File: src/rtl/panic_flow_classifier_pkg.sv
// Shared definitions for the panic flow classifier.
// Holds the Ethernet/IPv4/UDP header byte offsets inspected on beat 0,
// the protocol constants they are compared against, the class index width
// and the packet-tracking state encoding.
package panic_flow_classifier_pkg;

  localparam int CLASS_W = 5;

  // Byte offsets from the start of the Ethernet frame
  localparam int OFS_ETYPE     = 12;
  localparam int OFS_VER_IHL   = 14;
  localparam int OFS_IPLEN     = 16;
  localparam int OFS_PROTO     = 23;
  localparam int OFS_UDP_DPORT = 36;

  localparam int          ETH_HDR_LEN  = 14;
  localparam logic [15:0] ETYPE_IPV4   = 16'h0800;
  localparam logic [7:0]  VER_IHL_IPV4 = 8'h45;
  localparam logic [7:0]  IPPROTO_UDP  = 8'h11;

  typedef enum logic {
    ST_HEAD,
    ST_BODY
  } state_t;

endpackage

File: src/rtl/panic_axis_skid.sv
// Output register plus one skid register for an AXI-stream with a user
// sideband. Latency 1 cycle, full throughput. s_tready is registered and
// equals "skid empty"; a beat accepted while the output is stalled parks in
// the skid register and drains on the next output acceptance.
// Ports:
//   clk, rst                      clock, synchronous active-high reset
//   s_tdata/tkeep/tlast/tuser     upstream beat, s_tvalid/s_tready handshake
//   m_tdata/tkeep/tlast/tuser     downstream beat, m_tvalid/m_tready handshake
module panic_axis_skid #(
  parameter int                DATA_W   = 512,
  parameter int                KEEP_W   = 64,
  parameter int                USER_W   = 21,
  parameter logic [USER_W-1:0] USER_RST = '0
) (
  input  logic              clk,
  input  logic              rst,
  input  logic [DATA_W-1:0] s_tdata,
  input  logic [KEEP_W-1:0] s_tkeep,
  input  logic              s_tlast,
  input  logic [USER_W-1:0] s_tuser,
  input  logic              s_tvalid,
  output logic              s_tready,
  output logic [DATA_W-1:0] m_tdata,
  output logic [KEEP_W-1:0] m_tkeep,
  output logic              m_tlast,
  output logic [USER_W-1:0] m_tuser,
  output logic              m_tvalid,
  input  logic              m_tready
);

  localparam int PAY_W = DATA_W + KEEP_W + 1;

  logic             vld_p1;
  logic             skid_vld;
  logic             ready_q;
  logic [PAY_W-1:0] pay_p1;
  logic [PAY_W-1:0] skid_pay;
  logic [USER_W-1:0] user_p1;
  logic [USER_W-1:0] skid_user;
  logic             accept;
  logic             load_p1;
  logic             fill_p1;

  assign accept  = s_tvalid & ready_q;
  assign load_p1 = m_tready | ~vld_p1;
  // Skid and input are never both offered: ready_q is low whenever skid_vld is set
  assign fill_p1 = load_p1 & (skid_vld | accept);

  always_ff @(posedge clk) begin
    if (rst) begin
      vld_p1   <= 1'b0;
      skid_vld <= 1'b0;
      ready_q  <= 1'b0;
      user_p1  <= USER_RST;
    end else begin
      if (load_p1) begin
        vld_p1   <= skid_vld | accept;
        skid_vld <= 1'b0;
      end else if (accept) begin
        skid_vld <= 1'b1;
      end
      ready_q <= load_p1 | ~(skid_vld | accept);
      if (fill_p1) user_p1 <= skid_vld ? skid_user : s_tuser;
    end
  end

  // ---- stage p1: output register, skid register (data, not reset) ----
  always_ff @(posedge clk) begin
    if (fill_p1) pay_p1 <= skid_vld ? skid_pay : {s_tlast, s_tkeep, s_tdata};
    if (!load_p1 && accept) begin
      skid_pay  <= {s_tlast, s_tkeep, s_tdata};
      skid_user <= s_tuser;
    end
  end

  assign s_tready = ready_q;
  assign m_tvalid = vld_p1;
  assign {m_tlast, m_tkeep, m_tdata} = pay_p1;
  assign m_tuser  = user_p1;

endmodule

File: src/rtl/panic_flow_classifier.sv
// Inline AXI-stream classifier on the RX path. Parses beat 0 of each
// Ethernet/IPv4/UDP frame, matches the UDP destination port against a
// programmable rule table to pick a flow class, extracts the frame length
// from the IPv4 total length, and forwards the stream unchanged with class
// and length held constant on every beat of the packet.
// Ports:
//   clk, rst                         clock, synchronous active-high reset
//   s_axis_*                         input stream (tdata/tkeep/tvalid/tready/tlast)
//   m_axis_*                         output stream, 1-cycle latency
//   m_flow_class, m_pk_len           per-packet metadata, valid with m_axis_tvalid
//   cfg_wr_en/idx/port/enable        rule-table write port
module panic_flow_classifier
  import panic_flow_classifier_pkg::*;
#(
  parameter int AXIS_DATA_WIDTH = 512,
  parameter int AXIS_KEEP_WIDTH = AXIS_DATA_WIDTH / 8,
  parameter int NUM_RULES       = 5,
  parameter int DEFAULT_CLASS   = 4
) (
  input  logic                       clk,
  input  logic                       rst,
  input  logic [AXIS_DATA_WIDTH-1:0] s_axis_tdata,
  input  logic [AXIS_KEEP_WIDTH-1:0] s_axis_tkeep,
  input  logic                       s_axis_tvalid,
  output logic                       s_axis_tready,
  input  logic                       s_axis_tlast,
  output logic [AXIS_DATA_WIDTH-1:0] m_axis_tdata,
  output logic [AXIS_KEEP_WIDTH-1:0] m_axis_tkeep,
  output logic                       m_axis_tvalid,
  input  logic                       m_axis_tready,
  output logic                       m_axis_tlast,
  output logic [CLASS_W-1:0]         m_flow_class,
  output logic [15:0]                m_pk_len,
  input  logic                       cfg_wr_en,
  input  logic [2:0]                 cfg_wr_idx,
  input  logic [15:0]                cfg_wr_port,
  input  logic                       cfg_wr_enable
);

  localparam int USER_W = CLASS_W + 16;

  function automatic logic [7:0] byte_at(input logic [AXIS_DATA_WIDTH-1:0] d, input int idx);
    return d[8*idx +: 8];
  endfunction

  function automatic logic [15:0] sat_u16(input logic [16:0] v);
    return v[16] ? 16'hFFFF : v[15:0];
  endfunction

  state_t               state, state_n;
  logic [15:0]          rule_port [NUM_RULES];
  logic [NUM_RULES-1:0] rule_en;
  logic                 idx_ok;
  logic                 accept;

  logic [15:0]          etype, iplen, dport;
  logic                 is_ipv4, udp_ok;
  logic [CLASS_W-1:0]   cls_c, cls_q;
  logic [15:0]          len_c, len_q;
  logic [USER_W-1:0]    user_in, user_out;

  assign accept = s_axis_tvalid & s_axis_tready;
  assign idx_ok = ({1'b0, cfg_wr_idx} < 4'(NUM_RULES));

  assign etype   = {byte_at(s_axis_tdata, OFS_ETYPE), byte_at(s_axis_tdata, OFS_ETYPE + 1)};
  assign iplen   = {byte_at(s_axis_tdata, OFS_IPLEN), byte_at(s_axis_tdata, OFS_IPLEN + 1)};
  assign dport   = {byte_at(s_axis_tdata, OFS_UDP_DPORT), byte_at(s_axis_tdata, OFS_UDP_DPORT + 1)};
  assign is_ipv4 = (etype == ETYPE_IPV4);
  assign udp_ok  = is_ipv4
                 && (byte_at(s_axis_tdata, OFS_VER_IHL) == VER_IHL_IPV4)
                 && (byte_at(s_axis_tdata, OFS_PROTO) == IPPROTO_UDP)
                 && s_axis_tkeep[OFS_UDP_DPORT + 1];

  // Descending scan so the lowest matching rule index wins
  always_comb begin
    cls_c = CLASS_W'(DEFAULT_CLASS);
    if (udp_ok) begin
      for (int i = NUM_RULES - 1; i >= 0; i--) begin
        if (rule_en[i] && (rule_port[i] == dport)) cls_c = CLASS_W'(i);
      end
    end
  end

  always_comb begin
    len_c = '0;
    if (is_ipv4 && s_axis_tkeep[OFS_IPLEN + 1])
      len_c = sat_u16({1'b0, iplen} + 17'(ETH_HDR_LEN));
  end

  always_ff @(posedge clk) begin
    if (rst) state <= ST_HEAD;
    else     state <= state_n;
  end

  always_comb begin
    state_n = state;
    if (accept) begin
      case (state)
        ST_HEAD: if (!s_axis_tlast) state_n = ST_BODY;
        ST_BODY: if (s_axis_tlast)  state_n = ST_HEAD;
        default: state_n = ST_HEAD;
      endcase
    end
  end

  always_ff @(posedge clk) begin
    if (rst)                       rule_en <= '0;
    else if (cfg_wr_en && idx_ok)  rule_en[cfg_wr_idx] <= cfg_wr_enable;
  end

  always_ff @(posedge clk) begin
    if (cfg_wr_en && idx_ok) rule_port[cfg_wr_idx] <= cfg_wr_port;
  end

  // ---- stage p0: per-packet metadata latched on beat 0 ----
  always_ff @(posedge clk) begin
    if (accept && (state == ST_HEAD)) begin
      cls_q <= cls_c;
      len_q <= len_c;
    end
  end

  assign user_in = (state == ST_HEAD) ? {cls_c, len_c} : {cls_q, len_q};

  panic_axis_skid #(
    .DATA_W   (AXIS_DATA_WIDTH),
    .KEEP_W   (AXIS_KEEP_WIDTH),
    .USER_W   (USER_W),
    .USER_RST ({CLASS_W'(DEFAULT_CLASS), 16'h0000})
  ) u_skid (
    .clk      (clk),
    .rst      (rst),
    .s_tdata  (s_axis_tdata),
    .s_tkeep  (s_axis_tkeep),
    .s_tlast  (s_axis_tlast),
    .s_tuser  (user_in),
    .s_tvalid (s_axis_tvalid),
    .s_tready (s_axis_tready),
    .m_tdata  (m_axis_tdata),
    .m_tkeep  (m_axis_tkeep),
    .m_tlast  (m_axis_tlast),
    .m_tuser  (user_out),
    .m_tvalid (m_axis_tvalid),
    .m_tready (m_axis_tready)
  );

  assign {m_flow_class, m_pk_len} = user_out;

endmodule

File: config.mk
export PLATFORM = sky130hd
export DESIGN_NAME = panic_flow_classifier
export DESIGN_NICKNAME = d
export VERILOG_FILES = /design/src/rtl/panic_flow_classifier_pkg.sv /design/src/rtl/panic_axis_skid.sv /design/src/rtl/panic_flow_classifier.sv
export SDC_FILE = /design/constraint.sdc
export NUM_CORES = 1
export LEC_CHECK = 0
export ABC_CLOCK_PERIOD_IN_PS = 60100
export CORE_AREA = 2 2 474 476
export DETAILED_ROUTE_END_ITERATION = 10
export DIE_AREA = 0 0 476 478
export DONT_BUFFER_PORTS = 1
export PLACE_DENSITY_LB_ADDON = 0.08
export SLEW_MARGIN = 20
export SYNTH_ARGS = -nofsm -noshare
export SYNTH_HDL_FRONTEND = slang
export SYNTH_SLANG_ARGS = --single-unit
File: constraint.sdc
create_clock -name clk -period 60.1 [get_ports clk]
set_clock_uncertainty 0.1 [all_clocks]
set_input_delay 6.01 -clock clk [delete_from_list [all_inputs] [get_ports clk]]
set_output_delay 6.01 -clock clk [all_outputs]
set_load 0.005 [all_outputs]
==> flow_metrics.tcl <==
set metrics [dict create \
    outcome "finished clean" \
    pwr-share-comb_pct 2.4 \
    vias 21600 \
    min_path_cells 2 \
    portBuffers 0 \
    synth_top_area_share_pct 79.8 \
    slew_violations 0 \
    power.internal_mw 1.57 \
    vdd_drop_max_mv 0.0193 \
    yosysSeqAreaShare_pct 80.9 \
    synth_edf_count 1256 \
    syn_avg_cell_area_um2 20.6 \
    synthTopCellsByCount "1,256 x edfxtp_1, 582 x mux2_2, 90 x clkbuf_1" \
    ant_nets 0 \
    worstMarginPinSlew_ns 1.10 \
    viasPerCell 3.90 \
    drtPass1Iterations 5 \
    slew_headroom_pct 26.7 \
    cpMostUsedCell "buf_4" \
    place_area_mm2 0.0509 \
    synthTopCellsByArea "edfxtp_1 80%, mux2_2 14%, dfxtp_1 1.1%" \
    ys_seq_elements 1283 \
    core_region_area_mm2 0.223 \
    drc 0 \
    cts_buffers 160 \
    clock_latency_ns 0.79 \
    p_per_area_mw_per_mm2 35.9 \
    p_leak_nw 17.2 \
    synthMostInstantiatedCell "edfxtp_1" \
    synthesis.instances 2296 \
    critical_path_required_ns 60.41 \
    rsz0062_at_grt "no" \
    fin_area_mm2 0.0560 \
    drv_cap 0 \
    power_mw 2.01 \
    slowest_delay_ns 0.83 \
    synth_ff_type "edfxtp_1" \
    start_util_pct 21.2 \
    yosysTopAreaCell "edfxtp_1" \
    worstHoldPathType "reg -> reg" \
    setup_tns_ns 0 \
    async_flop_share_pct 0 \
    crit_path_top_delay_cell "inv_8" \
    antenna_found_initial 40 \
    area_growth_pct 18.5 \
    die_h_um 478 \
    fin_hold_ws_ns 0.386 \
    finalSetupViolCount 0 \
    clk_path_buf_depth 3 \
    power_frac_seq_pct 51.5 \
    ios 1202 \
    syn_area_mm2 0.0473 \
    cts_setup_buffers 0 \
    clk_pin_slew_ns 0.06 \
    post-route-period-util_pct 16.6 \
    grt_pass1_wl_um 201000 \
    cts_hold_buf 0 \
    clock-sinks 1283 \
    arrival_ns 10.26 \
    cts_resized 0 \
    dpl.hpwl_um 107000 \
    track_usage_pct 12.8 \
    crit_chain "inv_1, nand2_1, nand2_2, inv_8, buf_4, buf_4, buf_4" \
    drt_iter0_markers 1286 \
    final_core_util_pct 25.1 \
    fp.dieW_um 476 \
    wl_per_cell_um 27.4 \
    rows 174 \
    cts_root_buf "clkbuf_16" \
    grt_remaining_overflow 0 \
    worstSetupStartpointType "input port" \
    drive_gt1_share_pct 33.4 \
    wirelength_um 151000 \
    switching_power_mw 0.440 \
    min_period_ns 9.95 \
    crit_type "in -> reg" \
    finalHoldViolations 0 \
    end_kind "register" \
    ff2ff_path_depth 7 \
    max_freq_mhz 101 \
    grt_max_degree 189 \
    yosysUniqueCellTypes 48 \
    switching_share_pct 21.9 \
    dieArea_mm2 0.228 \
    final_net_count 2991 \
    cts_tree "done" \
    cp_max_fo 92 \
    grt_pass1_vias 22500 \
    p_clk_share_pct 46.2 \
    place_congestion 0.783 \
    yosysWarnings 0 \
    htreeDepth 4 \
]
-- placed cells by master (no fill, tap or decap), drive strengths merged, types with 2 or more instances in the layout --
master       n
a211oi       6
a21o         6
a21oi       40
a31oi        4
a41o         2
and2         4
and3         3
buf         29
bufinv       9
clkbuf     201
clkinv      74
clkinvlp     2
conb         2
dfxtp       27
diode       15
edfxtp    1256
inv         29
mux2       582
mux2i        4
nand2       41
nand2b       4
nand3       14
nand4       14
nor2        24
nor2b        8
nor3         9
nor4        11
nor4b        4
o21ai       18
o31ai        5
o41ai        5
or4          3
xnor2       49
xor2        23
-- cell type report --
class                      instances  area, µm²
sequential                      1283      38300
antenna                           15       37.5
clock buffer                     201       4190
timing repair buffer              29        332
tap                             2992       3740
fill                           22600     167000
inverter                          20       82.6
clock inverter                    94        835
multi-input combinational        894       8570
-- power by group through the flow --
stage / sequential (mW) / combinational [mW] / clock [mW]
floorplan: 1.06 / 0.0361 / 0
global placement: 1.06 / 0.0477 / 0
detailed placement: 1.06 / 0.0486 / 0
CTS: 1.04 / 0.0490 / 0.967
global route: 1.04 / 0.0528 / 1.00
finish: 1.03 / 0.0475 / 0.929
-- final timing paths --
kind / startpoint / to / slack (ns)
max reg2reg: u_skid.skid_vld / u_skid.pay_p1[314] / 54.64
max: m_axis_tready / u_skid.pay_p1[314] / 50.15
min reg2reg: rule_en[2] / rule_en[2] / 0.39
min: rule_en[2] / rule_en[2] / 0.39
-- metrics by stage --
| step | setup slack, ns | instances |
|---|---|---|
| 2_1_floorplan | 27.59 | 2297 |
| 3_3_place_gp | 49.22 | 5215 |
| 3_5_place_dp | 49.16 | 5215 |
| 4_1_cts | 50.05 | 5510 |
| 5_1_grt | 49.80 | 5516 |
| 6_report | 50.15 | 5528 |
-- registers in the layout, indices dropped and copies added (netlist names) --
name              cells
u_skid.pay_p1       577
u_skid.s_tready       1
state                 1
u_skid.skid_user     19
u_skid.skid_pay     577
rule_en               4
cls_q                 3
rule_port            64
u_skid.m_tvalid       1
len_q                16
u_skid.m_tuser       19
u_skid.skid_vld       1
-- logic make-up (layout without fill, tap and decap cells) --
group	Yosys count	count (layout)	synth area share (%)
other	1	17	0.00793
DFF	1283	1283	80.9
adders and majority gates	1	1	0.0265
xor gates and xnor gates	72	72	1.33
buffers and inverters	120	344	1.01
muxes	586	586	13.9
and+or+nand+nor	143	143	1.57
AOI/OAI and AO/OA	90	90	1.19
-- metal layers --
layer  part of all wire [%]  up-vias  global-route usage [%]
met5                   0.23        -                       0
met4                    2.5       48                    3.77
met3                     11      247                    6.63
met2                     52      856                    23.0
met1                     34    11100                    12.6
li1                       -     9303                       -
-- critical path, delay by kind of cell --
family / cells / cell delay [ns]
buffers and inverters: 5 / 3.25
and+or+nand+nor: 2 / 0.73
Note: power is estimated with default switching activity, not from simulation.
